`src/rtl/ISO14443A_pkg.sv`:
```
// ISO/IEC 14443-3A framing helpers shared by the transmit and receive framers.
package ISO14443A_pkg;

  // Start-of-communication bit that opens every PICC frame.
  localparam logic SOC_BIT = 1'b1;

  // One byte queued for transmission together with its framing attributes.
  typedef struct packed {
    logic [7:0] data;
    logic       last;
    logic [2:0] bits;
  } tx_byte_t;

  // Odd parity: the returned bit makes the total count of ones odd.
  function automatic logic odd_parity(input logic [7:0] d);
    return ~(^d);
  endfunction

  // A last byte with a non-zero bit count is sent without parity.
  function automatic logic is_partial(input tx_byte_t b);
    return b.last && (b.bits != 3'd0);
  endfunction

  // Number of data bits to send for a byte (8, or the partial count).
  function automatic logic [3:0] bit_count(input tx_byte_t b);
    return is_partial(b) ? {1'b0, b.bits} : 4'd8;
  endfunction

endpackage

```
`src/rtl/frame_encode.sv`:
```
// Transmit-side 14443-3A framer: byte stream in, SOC + LSB-first data + odd
// parity out, one bit per downstream out_req pulse.
module frame_encode
  import ISO14443A_pkg::*;
(
  input  logic       clk,
  input  logic       rst,
  input  logic       in_valid,
  output logic       in_ready,
  input  logic [7:0] in_data,
  input  logic       in_last,
  input  logic [2:0] in_bits,
  input  logic       out_req,
  output logic       out_valid,
  output logic       out_data,
  output logic       out_last,
  output logic       underrun
);

  typedef enum logic [1:0] {ST_IDLE, ST_SOC, ST_DATA, ST_PARITY} state_t;

  state_t     r_state;
  tx_byte_t   r_buf;
  logic       r_buf_full;
  // Set for one cycle when an idle start took its byte straight from the
  // inputs; the buffered copy is then already consumed and is dropped.
  logic       r_buf_spent;
  logic [7:0] r_shift;
  logic [3:0] r_cnt;
  logic [3:0] r_nbits;
  logic       r_last;
  logic       r_partial;
  logic       r_par;
  logic       r_out_valid;
  logic       r_out_data;
  logic       r_out_last;
  logic       r_underrun;

  tx_byte_t   w_in;
  tx_byte_t   w_src;
  logic       w_hs;
  logic       w_drain;
  logic       w_src_partial;
  logic [3:0] w_src_nbits;

  assign in_ready  = ~r_buf_full;
  assign out_valid = r_out_valid;
  assign out_data  = r_out_data;
  assign out_last  = r_out_last;
  assign underrun  = r_underrun;

  // Handshake, buffer drain and the byte source for the next shift load.
  always_comb begin
    w_in          = '{data: in_data, last: in_last, bits: in_bits};
    w_hs          = in_valid && !r_buf_full;
    w_drain       = r_buf_spent
                 || ((r_state == ST_IDLE) && r_buf_full)
                 || ((r_state == ST_PARITY) && out_req && !r_last && r_buf_full);
    // While idle with an empty buffer the incoming byte bypasses the buffer
    // so the SOC bit appears in the cycle after the handshake.
    w_src         = r_buf_full ? r_buf : w_in;
    w_src_partial = is_partial(w_src);
    w_src_nbits   = bit_count(w_src);
  end

  // One-byte input buffer: fills on handshake, empties on shift load.
  always_ff @(posedge clk or posedge rst) begin
    if (rst) begin
      r_buf       <= '0;
      r_buf_full  <= 1'b0;
      r_buf_spent <= 1'b0;
    end else begin
      r_buf_spent <= (r_state == ST_IDLE) && w_hs;
      if (w_hs) begin
        r_buf      <= w_in;
        r_buf_full <= 1'b1;
      end else if (w_drain) begin
        r_buf_full <= 1'b0;
      end
    end
  end

  // Framing FSM with registered bit outputs.
  always_ff @(posedge clk or posedge rst) begin
    if (rst) begin
      r_state     <= ST_IDLE;
      r_shift     <= '0;
      r_cnt       <= '0;
      r_nbits     <= '0;
      r_last      <= 1'b0;
      r_partial   <= 1'b0;
      r_par       <= 1'b0;
      r_out_valid <= 1'b0;
      r_out_data  <= 1'b0;
      r_out_last  <= 1'b0;
      r_underrun  <= 1'b0;
    end else begin
      r_underrun <= 1'b0;
      case (r_state)
        ST_IDLE: begin
          if (r_buf_full || w_hs) begin
            r_state     <= ST_SOC;
            r_shift     <= w_src.data;
            r_cnt       <= '0;
            r_last      <= w_src.last;
            r_partial   <= w_src_partial;
            r_nbits     <= w_src_nbits;
            r_par       <= odd_parity(w_src.data);
            r_out_valid <= 1'b1;
            r_out_data  <= SOC_BIT;
            r_out_last  <= 1'b0;
          end
        end
        ST_SOC: begin
          if (out_req) begin
            r_state    <= ST_DATA;
            r_out_data <= r_shift[0];
            r_out_last <= r_partial && (r_nbits == 4'd1);
          end
        end
        ST_DATA: begin
          if (out_req) begin
            if (r_cnt == r_nbits - 4'd1) begin
              if (r_partial) begin
                r_state     <= ST_IDLE;
                r_out_valid <= 1'b0;
                r_out_data  <= 1'b0;
                r_out_last  <= 1'b0;
              end else begin
                r_state    <= ST_PARITY;
                r_out_data <= r_par;
                r_out_last <= r_last;
              end
            end else begin
              r_cnt      <= r_cnt + 4'd1;
              r_shift    <= {1'b0, r_shift[7:1]};
              r_out_data <= r_shift[1];
              r_out_last <= r_partial && (r_cnt + 4'd2 == r_nbits);
            end
          end
        end
        ST_PARITY: begin
          if (out_req) begin
            if (!r_last && r_buf_full) begin
              // Next byte follows directly, no SOC between bytes.
              r_state    <= ST_DATA;
              r_shift    <= w_src.data;
              r_cnt      <= '0;
              r_last     <= w_src.last;
              r_partial  <= w_src_partial;
              r_nbits    <= w_src_nbits;
              r_par      <= odd_parity(w_src.data);
              r_out_data <= w_src.data[0];
              r_out_last <= w_src_partial && (w_src_nbits == 4'd1);
            end else begin
              // Normal end after a last byte, or abort when the next byte
              // has not arrived in time.
              r_underrun  <= !r_last;
              r_state     <= ST_IDLE;
              r_out_valid <= 1'b0;
              r_out_data  <= 1'b0;
              r_out_last  <= 1'b0;
            end
          end
        end
        default: r_state <= ST_IDLE;
      endcase
    end
  end

endmodule

```
`config.mk`:
```
export PLATFORM = sky130hd
export DESIGN_NAME = frame_encode
export DESIGN_NICKNAME = d
export VERILOG_FILES = /design/src/rtl/ISO14443A_pkg.sv /design/src/rtl/frame_encode.sv
export SDC_FILE = /design/constraint.sdc
export NUM_CORES = 1
export LEC_CHECK = 0
export CAP_MARGIN = 20
export CORE_UTILIZATION = 55
export CTS_BUF_LIST = sky130_fd_sc_hd__clkbuf_16
export CTS_CLUSTER_SIZE = 10
export DETAILED_ROUTE_END_ITERATION = 6
export GPL_ROUTABILITY_DRIVEN = 0
export PLACE_DENSITY = 0.8
export SYNTH_ARGS = -nofsm -noshare
export SYNTH_HDL_FRONTEND = slang
export SYNTH_SLANG_ARGS = --single-unit
export TNS_END_PERCENT = 10
```
`constraint.sdc`:
```
create_clock -name clk -period 2.3 [get_ports clk]
set_input_delay 0.575 -clock clk [delete_from_list [all_inputs] [get_ports clk]]
set_output_delay 0.575 -clock clk [all_outputs]
set_load 0.01 [all_outputs]
```
==> impl_metrics.py <==
metrics = {
    "power_and_ir_drop": {
        "power_density_mw_per_mm2": 1480,
        "vdd_drop_max_uv": 715,
        "leakagePower_uw": 0.00118,
    },
    "yosys": {
        "synth_cell_types": 47,
        "yosysTopAreaCellShare": 0.456,
        "ys_top_cells_by_area": "dfrtp_1, mux2_2, mux2i_1, xnor2_1, a221o_1",
        "synth_common_cells": "dfrtp_1, nor2_1, nand2_1",
        "syn_area_mm2": 0.00214,
        "ys_ff_latch": 39,
        "yosysWarnings": 0,
        "syn_area_per_cell_um2": 10.7,
        "yosysSeqAreaShare": 0.456,
        "async_reset_ff_frac": 1.00,
        "synth_top_area_cell": "dfrtp_1",
        "synth_enable_flop_cells": 0,
        "yosysMostFrequentCell": "dfrtp_1",
        "netlist_instances": 199,
        "ys.flop_type": "dfrtp_1",
        "synth_nets": 219,
    },
    "routing": {
        "first_iter_violations": 125,
        "via_per_inst": 5.93,
        "ant_nets": 0,
        "first_pass_iters": 4,
        "vias": 1632,
        "drcViolationCount": 0,
        "detail_route.wl_per_cell_um": 15.9,
        "wl_um": 4370,
    },
    "setup_path": {
        "worstSetupPathType": "register to register",
        "worstPathArrival_ps": 2340,
        "r2r_setup_slack_ps": 110,
        "r2r-end": "r_shift[2]",
        "crit_path_start_kind": "register",
        "cp.required_ps": 2460,
        "end_kind": "register",
        "cp_max_fo": 10,
        "ff2ff_path_depth": 7,
        "r2r_start": "r_nbits[1]",
    },
    "clock_tree": {
        "cts_resized": 0,
        "clkTransAtPathRegs_ps": 50,
        "clk_latency_ps": 280,
        "cts_sinks": 39,
        "hold_buffers": 0,
        "post_cts_buffers": 0,
        "cts_buffer_depth": 2,
        "cts_tree": "yes",
        "root_buffer": "clkbuf_16",
        "htreeDepth": 2,
        "numCtsBuffers": 5,
    },
    "global_route": {
        "grt-ovfl-total": 0,
        "grt_start_max_net_pins": 40,
        "grt.total_usage": 0.240,
        "antenna_found_initial": 0,
        "grt_pass1_vias": 1620,
        "grt_pass1_wl_um": 7520,
    },
    "layout": {
        "diodes": 0,
        "area_delta_synth_final_pct": 19.8,
        "utilization": 0.694,
        "nets": 246,
        "drive_above_1_share": 0.163,
        "instances_no_fill": 275,
    },
    "timing": {
        "fin_crit_sh": 0.951,
        "period_needed_ps": 2190,
        "setup_ws_ps": 113,
        "grt_setup_unrepaired": "false",
        "hold_viol": 0,
        "drv_slew": 0,
        "setup_viol": 0,
        "fin_setup_tns_ps": 0,
        "whs_ps": 501,
        "clock.fmax_ghz": 0.457,
        "finalClockSkew_ps": 4.02,
        "worstMarginPinSlew_ps": 495,
        "max_slew_margin": 0.670,
    },
    "floorplan": {
        "die_y_um": 64.4,
        "core_mm2": 0.00369,
        "io_pins": 21,
        "placementRows": 22,
        "fp.dieArea_mm2": 0.00414,
        "start_util": 0.580,
        "die_w_um": 64.4,
    },
    "placement": {
        "dp_slack_ps": -16.1,
        "io_buffers": 20,
        "dp.cells": 267,
        "dp_hpwl_um": 3170,
    },
    "worst_hold_path": {
        "min_to": "r_par",
        "hp-class": "register to register",
        "hold_depth": 2,
        "min_from": "r_par",
    },
    "run_status": {
        "status": "finished clean",
    },
    "flow_run": {
        "max_cap_viol_count": 0,
    },
}
==> cell families (layout without fill, tap and decap cells) <==
| group | after synthesis | count (layout) | synth area share |
|---|---|---|---|
| XOR/XNOR | 15 | 15 | 0.0649 |
| flip-flops | 39 | 39 | 0.456 |
| AND/OR/NAND/NOR | 59 | 59 | 0.147 |
| buffers and inverters | 17 | 45 | 0.0351 |
| multiplexers | 26 | 26 | 0.129 |
| AO/OA/AOI/OAI | 39 | 39 | 0.144 |
| adder cells (fa/ha/maj) | 4 | 4 | 0.0234 |
==> sequential cells by signal (all words and copies together) (netlist names) <==
register / flops
r_buf_spent: 1
r_par: 1
r_shift: 8
r_buf: 12
r_nbits: 4
r_buf_full: 1
r_state: 2
out_last: 1
r_cnt: 4
underrun: 1
r_partial: 1
out_valid: 1
out_data: 1
r_last: 1
==> layout by cell type (no fill, tap or decap), types with 2 or more instances in the layout <==
cell type	n
dfrtp_1	39
clkdlybuf4s50_1	20
nor2_1	17
nand2_1	15
mux2i_1	13
mux2_2	13
xnor2_1	10
buf_4	10
inv_1	8
o21ai_0	8
a221o_1	7
nand2b_1	5
clkbuf_16	5
xor2_1	4
a21o_1	4
nor3_1	4
a21oi_1	4
ha_1	4
nor2b_1	2
o31ai_1	2
o211ai_1	2
nand3_1	2
nor4_1	2
o2111ai_1	2
clkinv_1	2
==> power by group <==
group	internal, uW	switching, uW	total, uW
clock	389	246	635
combinational	925	943	1870
sequential	998	297	1290
total	2310	1490	3800
==> layer usage <==
| layer | track usage | up-vias | wire length [um] |
|---|---|---|---|
| li1 | - | 768 | - |
| met1 | 0.308 | 821 | 1950 |
| met2 | 0.407 | 36 | 2230 |
| met3 | 0.0482 | 7 | 141 |
| met4 | 0.0750 | 0 | 48 |
| met5 | 0 | - | 0 |
==> stage by stage <==
| step | cell area [um2] | power, uW |
|---|---|---|
| 3_3_place_gp | 2420 | 3040 |
| 3_5_place_dp | 2420 | 3150 |
| 2_1_floorplan | 2140 | 2630 |
| 5_1_grt | 2560 | 4060 |
| 4_1_cts | 2560 | 3810 |
| 6_report | 2560 | 3800 |
==> worst max-delay path by stage <==
stage                           from    endpoint  slack (ps)
after floorplan           r_nbits[0]  r_shift[0]         220
after global placement       out_req  r_nbits[3]          80
after detailed placement     out_req  r_nbits[3]         -20
after CTS                 r_nbits[1]  r_shift[2]         130
after global routing      r_nbits[1]  r_shift[3]          30
final                     r_nbits[1]  r_shift[2]         110
==> layout make-up <==
class                           count  area, um2
Inverter                            7       26.3
Clock buffer                        5        125
Clock inverter                      3       11.3
Sequential cell                    39        976
Fill cell                         270       1130
Multi-Input combinational cell    143       1090
Tap cell                           48       60.1
Timing Repair Buffer               30        275
==> worst max-delay path: stages, from the launching register on <==
cell and delay, ps:
dfrtp_1 370, inv_1 80, ha_1 240, xnor2_1 290, nor4_2 110, a22oi_4 350
o21ai_2 220, a221o_1 400
(Power assumes the default switching activity.)
